File: src/rtl/dphy_lane_aligner.sv
// dphy_lane_aligner: per-lane HS sync hunt, per-lane skew FIFOs and
// lane-aligned word output for a multi-lane D-PHY receiver.
module dphy_lane_aligner #(
    parameter int unsigned LANES      = 4,
    parameter int unsigned SKEW_DEPTH = 4,
    parameter int unsigned TIMEOUT    = 8,
    parameter logic [7:0]  SYNC_BYTE  = 8'hB8
) (
    input  logic                 clk,
    input  logic                 rst,
    input  logic [8*LANES-1:0]   lane_data,
    input  logic [LANES-1:0]     lane_valid,
    output logic [8*LANES-1:0]   out_data,
    output logic                 out_valid,
    output logic                 out_sot,
    output logic                 out_eot,
    output logic                 err_sync,
    output logic                 busy
);

    localparam int unsigned AW = $clog2(SKEW_DEPTH);
    localparam int unsigned PW = AW + 1;
    localparam int unsigned CW = 8;
    localparam int unsigned DW = 8 * LANES;

    typedef enum logic [1:0] {
        IDLE    = 2'd0,
        HUNT    = 2'd1,
        ALIGNED = 2'd2,
        FLUSH   = 2'd3
    } state_t;

    state_t state;
    state_t state_next;

    logic [LANES-1:0] synced;
    logic [LANES-1:0] synced_next;
    logic [LANES-1:0] detect;
    logic [LANES-1:0] wr_req;
    logic [LANES-1:0] wr_en;
    logic [LANES-1:0] full;
    logic [LANES-1:0] empty;
    logic [LANES-1:0] overflow;

    logic [PW-1:0]    wr_ptr [LANES];
    logic [PW-1:0]    rd_ptr [LANES];
    logic [7:0]       mem    [LANES][SKEW_DEPTH];
    logic [DW-1:0]    head;

    logic [CW-1:0]    cnt;
    logic [CW-1:0]    cnt_next;
    logic             started;
    logic             started_next;

    logic             accept;
    logic             pop;
    logic             any_ovf;
    logic             all_sync_next;
    logic             timeout;
    logic             eob;
    logic             fifo_clr;

    logic [DW-1:0]    out_data_next;
    logic             out_valid_next;
    logic             out_sot_next;
    logic             out_eot_next;
    logic             err_sync_next;
    logic             busy_next;

    // Per-lane sync detection, write request, FIFO status and head byte
    always_comb begin
        detect = '0;
        wr_req = '0;
        full   = '0;
        empty  = '0;
        head   = '0;
        for (int n = 0; n < LANES; n++) begin
            detect[n] = lane_valid[n] && !synced[n] && (lane_data[8*n +: 8] == SYNC_BYTE);
            wr_req[n] = accept && lane_valid[n] && synced[n];
            empty[n]  = (wr_ptr[n] == rd_ptr[n]);
            full[n]   = (wr_ptr[n][AW] != rd_ptr[n][AW]) &&
                        (wr_ptr[n][AW-1:0] == rd_ptr[n][AW-1:0]);
            head[8*n +: 8] = mem[n][rd_ptr[n][AW-1:0]];
        end
    end

    // Burst-level qualifiers; a simultaneous pop frees the slot a full FIFO is written into
    assign accept        = (state == HUNT) || (state == ALIGNED);
    assign pop           = (state == ALIGNED) && (empty == '0);
    assign overflow      = wr_req & full & {LANES{!pop}};
    assign wr_en         = wr_req & ~overflow;
    assign any_ovf       = |overflow;
    assign all_sync_next = &(synced | detect);
    assign timeout       = (state == HUNT) && (({1'b0, cnt} + 9'd1) == 9'(TIMEOUT));
    assign eob           = (state == ALIGNED) && (lane_valid == '0) && (|empty);
    assign fifo_clr      = (state_next == IDLE) || (state_next == FLUSH);

    // State register
    always_ff @(posedge clk or posedge rst) begin
        if (rst) begin
            state <= IDLE;
        end else begin
            state <= state_next;
        end
    end

    // Next-state logic; overflow beats everything, sync beats timeout
    always_comb begin
        state_next = state;
        case (state)
            IDLE: begin
                if (|detect) begin
                    state_next = all_sync_next ? ALIGNED : HUNT;
                end
            end
            HUNT: begin
                if (any_ovf) begin
                    state_next = FLUSH;
                end else if (all_sync_next) begin
                    state_next = ALIGNED;
                end else if (timeout) begin
                    state_next = FLUSH;
                end
            end
            ALIGNED: begin
                if (any_ovf) begin
                    state_next = FLUSH;
                end else if (eob) begin
                    state_next = IDLE;
                end
            end
            FLUSH: begin
                if (lane_valid == '0) begin
                    state_next = IDLE;
                end
            end
            default: state_next = IDLE;
        endcase
    end

    // Output and control next values
    always_comb begin
        synced_next    = synced | detect;
        cnt_next       = cnt;
        started_next   = started;
        out_data_next  = out_data;
        out_valid_next = pop;
        out_sot_next   = pop && !started;
        out_eot_next   = eob && !any_ovf;
        err_sync_next  = any_ovf || (timeout && !all_sync_next);
        busy_next      = (state_next != IDLE);

        // Flags drop on return to IDLE; FLUSH forces them set so nothing re-hunts mid-burst
        if (state_next == IDLE) begin
            synced_next = '0;
        end else if (state_next == FLUSH) begin
            synced_next = '1;
        end

        case (state)
            IDLE:    cnt_next = '0;
            HUNT:    cnt_next = cnt + CW'(1);
            default: cnt_next = cnt;
        endcase

        if (pop) begin
            out_data_next = head;
            started_next  = 1'b1;
        end
        if (fifo_clr) begin
            started_next = 1'b0;
        end
    end

    // Control and output registers
    always_ff @(posedge clk or posedge rst) begin
        if (rst) begin
            synced    <= '0;
            cnt       <= '0;
            started   <= 1'b0;
            out_data  <= '0;
            out_valid <= 1'b0;
            out_sot   <= 1'b0;
            out_eot   <= 1'b0;
            err_sync  <= 1'b0;
            busy      <= 1'b0;
        end else begin
            synced    <= synced_next;
            cnt       <= cnt_next;
            started   <= started_next;
            out_data  <= out_data_next;
            out_valid <= out_valid_next;
            out_sot   <= out_sot_next;
            out_eot   <= out_eot_next;
            err_sync  <= err_sync_next;
            busy      <= busy_next;
        end
    end

    // Skew FIFO pointers, cleared at end of burst and on flush
    always_ff @(posedge clk or posedge rst) begin
        if (rst) begin
            for (int n = 0; n < LANES; n++) begin
                wr_ptr[n] <= '0;
                rd_ptr[n] <= '0;
            end
        end else begin
            for (int n = 0; n < LANES; n++) begin
                if (fifo_clr) begin
                    wr_ptr[n] <= '0;
                    rd_ptr[n] <= '0;
                end else begin
                    if (wr_en[n]) begin
                        wr_ptr[n] <= wr_ptr[n] + PW'(1);
                    end
                    if (pop) begin
                        rd_ptr[n] <= rd_ptr[n] + PW'(1);
                    end
                end
            end
        end
    end

    // Skew FIFO storage
    always_ff @(posedge clk) begin
        for (int n = 0; n < LANES; n++) begin
            if (wr_en[n]) begin
                mem[n][wr_ptr[n][AW-1:0]] <= lane_data[8*n +: 8];
            end
        end
    end

endmodule
File: config.mk
export PLATFORM = sky130hd
export DESIGN_NAME = dphy_lane_aligner
export DESIGN_NICKNAME = d
export VERILOG_FILES = /design/src/rtl/dphy_lane_aligner.sv
export SDC_FILE = /design/constraint.sdc
export NUM_CORES = 1
export LEC_CHECK = 0
export ABC_AREA = 1
export ABC_CLOCK_PERIOD_IN_PS = 5400
export CORE_MARGIN = 10
export CORE_UTILIZATION = 60
export CTS_CLUSTER_DIAMETER = 100
export DETAILED_ROUTE_END_ITERATION = 7
export GPL_ROUTABILITY_DRIVEN = 1
export GPL_TIMING_DRIVEN = 1
export HOLD_SLACK_MARGIN = 0.12
export PLACE_DENSITY_LB_ADDON = 0.08
export SLEW_MARGIN = 25
export SYNTH_ARGS = -nofsm -noshare
export SYNTH_HDL_FRONTEND = slang
export SYNTH_SLANG_ARGS = --single-unit
File: constraint.sdc
create_clock -name clk -period 5.4 [get_ports clk]
set_input_delay 0.81 -clock clk [delete_from_list [all_inputs] [get_ports clk]]
set_output_delay 0.81 -clock clk [all_outputs]
set_load 0.02 [all_outputs]
==> impl_summary.txt, run 1 <==
----------------------------------------------------
[Clocking]
  CTS H-tree depth ... 1
  Hold-fix buffers at CTS ... 0
  Clk root buf ... sky130_fd_sc_hd__clkbuf_16
  Clock tree from TritonCTS ... built
  Latest clock arrival within the worst-skew pair ... 500 ps
  Clock-pin slew reported for the worst setup and hold paths after clock tree synthesis ... 60 ps
  Number of buffers created by CTS ... 21
  Max clock buf depth ... 3
  Number of cells upsized or downsized after cts ... 0
  Number of post-CTS setup repair buffers ... 0
  Number of clock sinks seen by CTS ... 204

[Floorplanning]
  Die extent in y ... 142 um
  IO Pins ... 75
  Starting Density ... 61.4%
  Area enclosed by the die boundary ... 20,200 um^2
  Width of the chip ... 142 um
  Placeable core region ... 14,500 um^2
  Placement Rows ... 44

[Final layout]
  Post-Layout Inst Area ... 10,500 um^2
  Fraction of layout instances using a drive strength above 1 ... 6.88%
  Post-layout instance count excluding filler cells ... 1,129
  Layout fillers ... 1,053
  # diodes ... 0
  Footprint of the flip-flops and latches ... 5750 um^2
  Area grow syn2layout ... 18.0%
  Total area of multi-input combinational cells ... 2690 um^2
  Count of nets after finishing ... 997

[Timing]
  Unrepaired setup endpoints after global routing ... false
  Final setup violating endpoints ... 0
  Worst clock skew on the final layout ... 18.1 ps
  Total Negative Setup Slacks ... 0 ps
  Worst slew pin tran ... 934 ps
  Worst-case setup margin in the final layout ... 1460 ps
  Max-slew violations ... 0
  Share of the clock period used by the worst path after layout ... 72.9%
  Relative slew slack ... 37.5%
  Fmax achieved ... 254 MHz
  Hold Slack ... 466 ps
  Final hold vios ... 0
  Final critical delay including setup and external delays ... 3940 ps

[Drt]
  Number of vias in the routed layout ... 6,319
  Total routed wirelength ... 19.4 mm
  DRC violation total after the first TritonRoute iteration ... 515
  Wire per inst ... 17.2 um
  Final ANT Viol Nets ... 0
  Number of iterations in the first detailed-routing pass ... 5
  Number of remaining DRC errors ... 0
  Via density per instance ... 5.60

[Worst setup path]
  Worst endpoint data arrival time ... 4340 ps
  Kind of end point of the critical path ... register
  Register-to-Register Setup Slack ... 1460 ps
  Most frequent cell on the critical path ... sky130_fd_sc_hd__nand2_1
  FF-to-FF Start ... rd_ptr[6]$_DFFE_PP0P_
  Peak fanout along the critical path ... 19
  Startpoint type of the worst setup path ... register
  Required time of the worst setup path ... 5800 ps
  Number of cells on the worst reg-to-reg path ... 17
  Cell-by-cell trace of the critical path ... inv_4 -> nand2_1 -> nand2_1 -> nand3_1 -> nand2_1 -> nor2_4 -> nand2_4 -> o21ai_2 -> nand2_1 -> nor2_1 -> nor2_1 -> o21bai_1 -> ha_1 -> inv_1 -> nor2_1 -> nand2_1 -> o21ai_0
  Destination of the worst register-to-register timing path ... rd_ptr[4]$_DFFE_PP0P_
  Largest incremental delay on the critical path ... 800 ps
  Worst setup path endpoint ... rd_ptr[4]$_DFFE_PP0P_
  Startpoint of the worst setup timing path ... rd_ptr[6]$_DFFE_PP0P_
  Slowest CP cell ... sky130_fd_sc_hd__dfrtp_1
  Setup Crit Path Kind ... reg2reg

[Global route]
  Initial antenna violation count ... 0
  Busiest layer in global routing ... met2
  Met1 track demand over resource in global routing ... 24.5%
  Final global-route overflow total ... 0
  Global routing usage on met3 ... 3.34%
  Global-route track usage on met2 ... 32.6%
  Total track usage ... 19.0%
  Number of global-route vias before repair ... 6,360
  Maximum number of pins on one net before global-route repair ... 71
  Global-route wire length before repair ... 31.6 mm

[Synthesis]
  Average footprint of a synthesized cell ... 10.4 um^2
  Post-synth design cell area ... 8930 um^2
  Fraction of post-synthesis cell area in the top cell type by area ... 43.0%
  Post-synthesis async set-or-reset flop share ... 37.3%
  Synthesized flop and latch total ... 204
  Number of flops mapped to enable cells by yosys ... 128
  Yosys warnings ... 0
  Cell taking the most area after synthesis ... sky130_fd_sc_hd__edfxtp_1
  Share of synthesized area occupied by flip-flops and latches ... 64.3%
  Post-synthesis cell type count ... 34
  Dominant cells by area after synthesis ... sky130_fd_sc_hd__edfxtp_1, sky130_fd_sc_hd__dfrtp_1, sky130_fd_sc_hd__nor2_1
  Synth Instances ... 857
  Post-synth net total ... 923
  Most used flip-flop cell after synthesis ... sky130_fd_sc_hd__edfxtp_1

[Placed design]
  IO Port Bufs ... 74
  Placed cells ... 1,092
  Setup slack after placement ... 1220 ps
  Cell area reported after detailed placement ... 9750 um^2
  HPWL reported at the end of detailed placement ... 12.6 mm
  Final weighted congestion in routability-driven placement ... 0.933

[Power]
  Worst ir drop on vdd ... 0.461 mV
  LEAKAGE ... 4.25 nW
  PwrDens ... 481 nW/um^2

[Run status]
  Run status ... finished, final reports clean

[Job]
  Max Cap Violations ... 0

[Hold path]
  Min-delay worst type ... reg2reg

----------------------------------------------------
==> per-stage QoR <==
stage / power [W] / utilization (%)
after floorplan: 0.00292 / -
after global placement: 0.00341 / 67.1
after detailed placement: 0.00346 / 67.1
after CTS: 0.00510 / 72.5
after global routing: 0.00533 / 72.5
final: 0.00507 / 72.5
==> registers in the layout, indices dropped and copies added, names as in the netlist <==
| name | cells |
|---|---|
| mem | 128 |
| out_data | 32 |
| rd_ptr | 12 |
| wr_ptr | 12 |
| cnt | 8 |
| synced | 4 |
| state | 2 |
| busy | 1 |
| err_sync | 1 |
| out_eot | 1 |
| out_sot | 1 |
| out_valid | 1 |
| started | 1 |
==> worst min-delay path by stage <==
stage | slack, ps | cells after the start | endpoint | start
floorplan | 400 | 1 | out_sot$_DFF_PP0_ | started$_DFFE_PP0P_
global placement | 420 | 1 | out_sot$_DFF_PP0_ | started$_DFFE_PP0P_
detailed placement | 440 | 1 | out_sot$_DFF_PP0_ | started$_DFFE_PP0P_
CTS | 460 | 1 | out_sot$_DFF_PP0_ | started$_DFFE_PP0P_
global route | 470 | 1 | out_sot$_DFF_PP0_ | started$_DFFE_PP0P_
finish | 470 | 1 | out_sot$_DFF_PP0_ | started$_DFFE_PP0P_
==> Yosys cell counts, drive strengths merged (2+ instances only) <==
library cell,instances
o21ai,99
nand2,111
dfrtp,76
o21a,4
inv,83
a31oi,34
o22ai,4
buf,16
nor2,213
ha,28
clkbuf,8
nand3b,2
edfxtp,128
nand4,4
nor3,3
a21oi,11
nand3,26
==> layout make-up <==
type	count	share of cell area (%)
repair buffers	75	7.10
well taps	184	2.19
multi-input cells	545	25.5
flip-flops and latches	204	54.5
inverters	84	3.22
clock inverters	10	1.94
clock buffers	27	5.49
==> layout by cell type (no fill, tap or decap), types with 2 or more instances in the layout <==
| master | count |
|---|---|
| sky130_fd_sc_hd__nor2_1 | 208 |
| sky130_fd_sc_hd__edfxtp_1 | 128 |
| sky130_fd_sc_hd__nand2_1 | 99 |
| sky130_fd_sc_hd__o21ai_0 | 92 |
| sky130_fd_sc_hd__dfrtp_1 | 76 |
| sky130_fd_sc_hd__inv_1 | 75 |
| sky130_fd_sc_hd__clkdlybuf4s50_1 | 74 |
| sky130_fd_sc_hd__a31oi_1 | 34 |
| sky130_fd_sc_hd__ha_1 | 28 |
| sky130_fd_sc_hd__nand3_1 | 24 |
| sky130_fd_sc_hd__clkbuf_16 | 21 |
| sky130_fd_sc_hd__nand2_2 | 11 |
| sky130_fd_sc_hd__a21oi_1 | 11 |
| sky130_fd_sc_hd__inv_4 | 7 |
| sky130_fd_sc_hd__bufinv_16 | 6 |
| sky130_fd_sc_hd__o21ai_1 | 5 |
| sky130_fd_sc_hd__o22ai_1 | 4 |
| sky130_fd_sc_hd__nand4_1 | 4 |
| sky130_fd_sc_hd__clkinv_2 | 4 |
| sky130_fd_sc_hd__o21a_1 | 4 |
| sky130_fd_sc_hd__nor3_1 | 3 |
| sky130_fd_sc_hd__nor2_2 | 3 |
| sky130_fd_sc_hd__clkbuf_8 | 3 |
| sky130_fd_sc_hd__clkbuf_1 | 3 |
| sky130_fd_sc_hd__nand3_2 | 2 |
| sky130_fd_sc_hd__nor2_4 | 2 |
| sky130_fd_sc_hd__nand3b_1 | 2 |
| sky130_fd_sc_hd__o21ai_2 | 2 |
==> logic make-up after synthesis <==
family / Yosys count / synth area share [%]
and+or+nand+nor: 360 / 16.5
DFF: 204 / 64.3
buffers and inverters: 108 / 5.53
adders and majority gates: 28 / 3.92
xor gates and xnor gates: 1 / 0.0981
AOI/OAI and AO/OA: 156 / 9.60
==> worst max-delay path, delay by kind of cell (launching register included) <==
kind / cells / cell delay, ps
buffers and inverters: 2 / 470
DFF: 1 / 800
and+or+nand+nor: 11 / 1620
adders and majority gates: 1 / 540
AOI/OAI and AO/OA: 3 / 400
==> layer usage <==
metal / wire length (um) / vias to the layer above
li1: - / 3036
met1: 8160 / 3076
met2: 9810 / 176
met3: 1130 / 31
met4: 341 / 0
met5: 0 / -
==> report_power, final <==
group | switching (W) | total [W] | leakage, nW | internal (W)
combinational | 0.000882 | 0.00141 | 1.76 | 0.000528
sequential | 0.000136 | 0.00204 | 2.10 | 0.00190
clock | 0.000580 | 0.00162 | 0.385 | 0.00104
Power figures use the tool's default switching activity.
==> run 2, diff against run 1 <==
--- a/config.mk
+++ b/config.mk
@@ -6,9 +6,9 @@
 export NUM_CORES = 1
 export LEC_CHECK = 0
 export ABC_AREA = 1
-export ABC_CLOCK_PERIOD_IN_PS = 5400
+export ABC_CLOCK_PERIOD_IN_PS = 3400
 export CORE_MARGIN = 10
-export CORE_UTILIZATION = 60
+export CORE_UTILIZATION = 52
 export CTS_CLUSTER_DIAMETER = 100
 export DETAILED_ROUTE_END_ITERATION = 7
 export GPL_ROUTABILITY_DRIVEN = 1
==> constraint.sdc (replaced) <==
create_clock -name clk -period 3.4 [get_ports clk]
set_input_delay 0.51 -clock clk [delete_from_list [all_inputs] [get_ports clk]]
set_output_delay 0.51 -clock clk [all_outputs]
set_load 0.02 [all_outputs]
==> run 2 against run 1 <==
Fmax grew 27%. Sequential share of layout area down 0.93 points. Combinational power grew 67%. First-iteration DRC count is 36% lower. Worst hold slack worse by 150 ps. Cell count up 5.8%. Power is 56% higher. Routed wire length decreased by 1.5%. Utilization is 8.3 points lower. Highest routed layer unchanged.
==> impl_summary.txt, run 2 (synthesis gave the netlist of run 1 again) <==
----------------------------------------------------
[Global route]
  Initial antenna violation count ... 0 (unchanged)
  Global routing usage on met3 ... 3.10% (-0.24 points)
  Maximum number of pins on one net before global-route repair ... 71 (unchanged)
  Total track usage ... 17.1% (-1.9 points)
  Busiest layer in global routing ... met2
  Final global-route overflow total ... 0 (unchanged)
  Global-route track usage on met2 ... 29.1% (-3.5 points)
  Met1 track demand over resource in global routing ... 22.1% (-2.4 points)
  Number of global-route vias before repair ... 6,107 (-4.0%)
  Global-route wire length before repair ... 31.3 mm (-0.87%)

[Clocking]
  Clock-pin slew reported for the worst setup and hold paths after clock tree synthesis ... 60 ps (about the same)
  Number of clock sinks seen by CTS ... 204 (unchanged)
  Number of buffers created by CTS ... 23 (+9.5%)
  Max clock buf depth ... 3 (unchanged)
  Hold-fix buffers at CTS ... 0 (unchanged)
  Number of post-CTS setup repair buffers ... 0 (unchanged)
  Clk root buf ... sky130_fd_sc_hd__clkbuf_16
  Number of cells upsized or downsized after cts ... 0 (unchanged)
  Clock tree from TritonCTS ... built
  Latest clock arrival within the worst-skew pair ... 510 ps (about the same)
  CTS H-tree depth ... 1 (unchanged)

[Placed design]
  Final weighted congestion in routability-driven placement ... 0.822 (-12%)
  HPWL reported at the end of detailed placement ... 13.0 mm (+3.0%)
  Placed cells ... 1,153 (+5.6%)
  IO Port Bufs ... 74 (unchanged)
  Setup slack after placement ... -4.85 ps (-1220 ps)

[Final layout]
  Area grow syn2layout ... 20.0%
  Fraction of layout instances using a drive strength above 1 ... 9.23% (+2.4 points)
  Footprint of the flip-flops and latches ... 5750 um^2 (unchanged)
  # diodes ... 0 (unchanged)
  Total area of multi-input combinational cells ... 2690 um^2 (about the same)
  Flip-flop count of the largest register after layout ... 128 (unchanged)
  Layout fillers ... 1,347 (+28%)
  Count of nets after finishing ... 1,024 (+2.7%)
  Top library cells by usage in the layout, fill and taps aside ... sky130_fd_sc_hd__nor2_1, sky130_fd_sc_hd__edfxtp_1, sky130_fd_sc_hd__nand2_1
  Post-layout instance count excluding filler cells ... 1,195 (+5.8%)
  Most frequent standard cell in the layout excluding fill and tap cells ... sky130_fd_sc_hd__nor2_1

[Worst setup path]
  Largest incremental delay on the critical path ... 440 ps (-360 ps)
  Kind of end point of the critical path ... register
  Slowest CP cell ... sky130_fd_sc_hd__dfrtp_1
  Startpoint type of the worst setup path ... register
  Required time of the worst setup path ... 3840 ps (-1960 ps)
  Worst endpoint data arrival time ... 3550 ps (-790 ps)
  Cell-by-cell trace of the critical path ... inv_1 -> ha_1 -> nand3_1 -> inv_1 -> nand3_1 -> nor2_1 -> o21ai_2 -> nand2_1 -> nor2_1 -> nor2_1 -> o21bai_1 -> ha_2 -> inv_1 -> buf_4 -> a21oi_1 -> o21a_1
  Setup Crit Path Kind ... reg2reg
  Peak fanout along the critical path ... 8 (-11)

[Floorplanning]
  Width of the chip ... 151 um (+6.4%)
  Placeable core region ... 16,700 um^2 (+15%)
  Placement Rows ... 47 (+6.8%)
  Starting Density ... 53.5% (-8.0 points)
  IO Pins ... 75 (unchanged)
  Die extent in y ... 151 um (+6.4%)
  Area enclosed by the die boundary ... 22,800 um^2 (+13%)

[Power]
  Logic pwr share ... 29.8% (+2.0 points)
  Sequential power share ... 40.9% (+0.7 points)
  LEAKAGE ... 4.35 nW (+2.4%)
  Clock Power Share ... 29.4% (-2.6 points)
  Switching portion of total power ... 32.4% (+0.92 points)
  Net switching power ... 0.00256 W (+60%)
  Worst ir drop on vdd ... 0.544 mV (+18%)
  Pint ... 0.00534 W (+54%)
  PwrDens ... 737 nW/um^2 (+53%)

[Timing]
  Final critical delay including setup and external delays ... 3100 ps (-832 ps)
  Share of the clock period used by the worst path after layout ... 91.3% (+18 points)
  Relative slew slack ... 57.2% (+20 points)
  Total Negative Setup Slacks ... 0 ps (unchanged)
  Unrepaired setup endpoints after global routing ... false
  Fmax achieved ... 322 MHz (+27%)
  Final setup violating endpoints ... 0 (unchanged)
  Worst-case setup margin in the final layout ... 296 ps (-1170 ps)
  Worst clock skew on the final layout ... 22.6 ps (+4.47 ps)
  Final hold vios ... 0 (unchanged)
  Worst slew pin tran ... 642 ps (-293 ps)
  Max-slew violations ... 0 (unchanged)

[Hold path]
  Min-delay worst type ... in2async

[Drt]
  Number of remaining DRC errors ... 0 (unchanged)
  Number of vias in the routed layout ... 6,223 (-1.5%)
  Via density per instance ... 5.21 (-7.0%)
  DRC violation total after the first TritonRoute iteration ... 331 (-36%)
  Final ANT Viol Nets ... 0 (unchanged)
  Number of iterations in the first detailed-routing pass ... 5 (unchanged)
  Wire per inst ... 16.0 um (-7.0%)
  Total routed wirelength ... 19.1 mm (-1.5%)

[Job]
  Max Cap Violations ... 0 (unchanged)

[Run status]
  Run status ... finished, final reports clean

----------------------------------------------------
==> run 2: cell types whose count changed in the layout (fill, tap and decap cells not counted), sizes merged <==
cell and delta:
clkinvlp +1, clkinv +4, bufinv -5, clkbuf +5
buf +25
==> run 2: power by group through the flow <==
stage                     Combinational, W  Clock [W]  Sequential, W
after detailed placement           0.00232          0        0.00328
after CTS                          0.00233    0.00237        0.00323
after floorplan                    0.00115          0        0.00349
after global placement             0.00227          0        0.00326
after global routing               0.00261    0.00250        0.00328
final                              0.00235    0.00232        0.00323
==> run 2: through the flow <==
step / power, W / util [%] / hold slack (ps) / cell area, um^2
5_1_grt: 0.00838 / 64.2 / 326 / 10700
4_1_cts: 0.00794 / 64.2 / 321 / 10700
3_5_place_dp: 0.00560 / 59.9 / 421 / 10000
3_3_place_gp: 0.00553 / 59.9 / 424 / 10000
2_1_floorplan: 0.00464 / - / 404 / 8930
6_report: 0.00790 / 64.2 / 312 / 10700
==> run 2: worst max-delay path: cells and delay by family (launching register included) <==
kind | cells | cell delay, ps
adders and majority gates | 2 | 830
and+or+nand+nor | 6 | 750
buffers and inverters | 4 | 480
DFF | 1 | 440
AOI/OAI and AO/OA | 4 | 530
==> run 2: final cells by class <==
class | count | share of cell area (%)
tap | 220 | 2.57
clock buffer | 32 | 5.96
clock inverter | 10 | 0.724
timing repair buffer | 100 | 8.85
inverter | 84 | 3.16
sequential | 204 | 53.6
multi-input combinational | 545 | 25.1
==> run 2: routing by layer <==
metal  part of all wire (%)  wire [um]  vias up
met5                      0          0        -
met4                    2.1        403        0
met3                    5.6       1070       28
met2                     49       9400      153
met1                     43       8270     2955
li1                       -          -     3087
==> run 2: worst paths after layout <==
| path | startpoint | end | slack, ps | cells past startpoint |
|---|---|---|---|---|
| worst max-delay path | state[1]$_DFF_PP0_ | rd_ptr[8]$_DFFE_PP0P_ | 300 | 16 |
| worst min-delay path | rst | out_data[4]$_DFFE_PP0P_ | 310 | 2 |
| worst max register to register | state[1]$_DFF_PP0_ | rd_ptr[8]$_DFFE_PP0P_ | 300 | 16 |
| worst min register to register | started$_DFFE_PP0P_ | out_sot$_DFF_PP0_ | 460 | 1 |
| max in group asynchronous | rst | out_data[22]$_DFFE_PP0P_ | 2350 | 3 |
| min in group clk | started$_DFFE_PP0P_ | out_sot$_DFF_PP0_ | 460 | 1 |
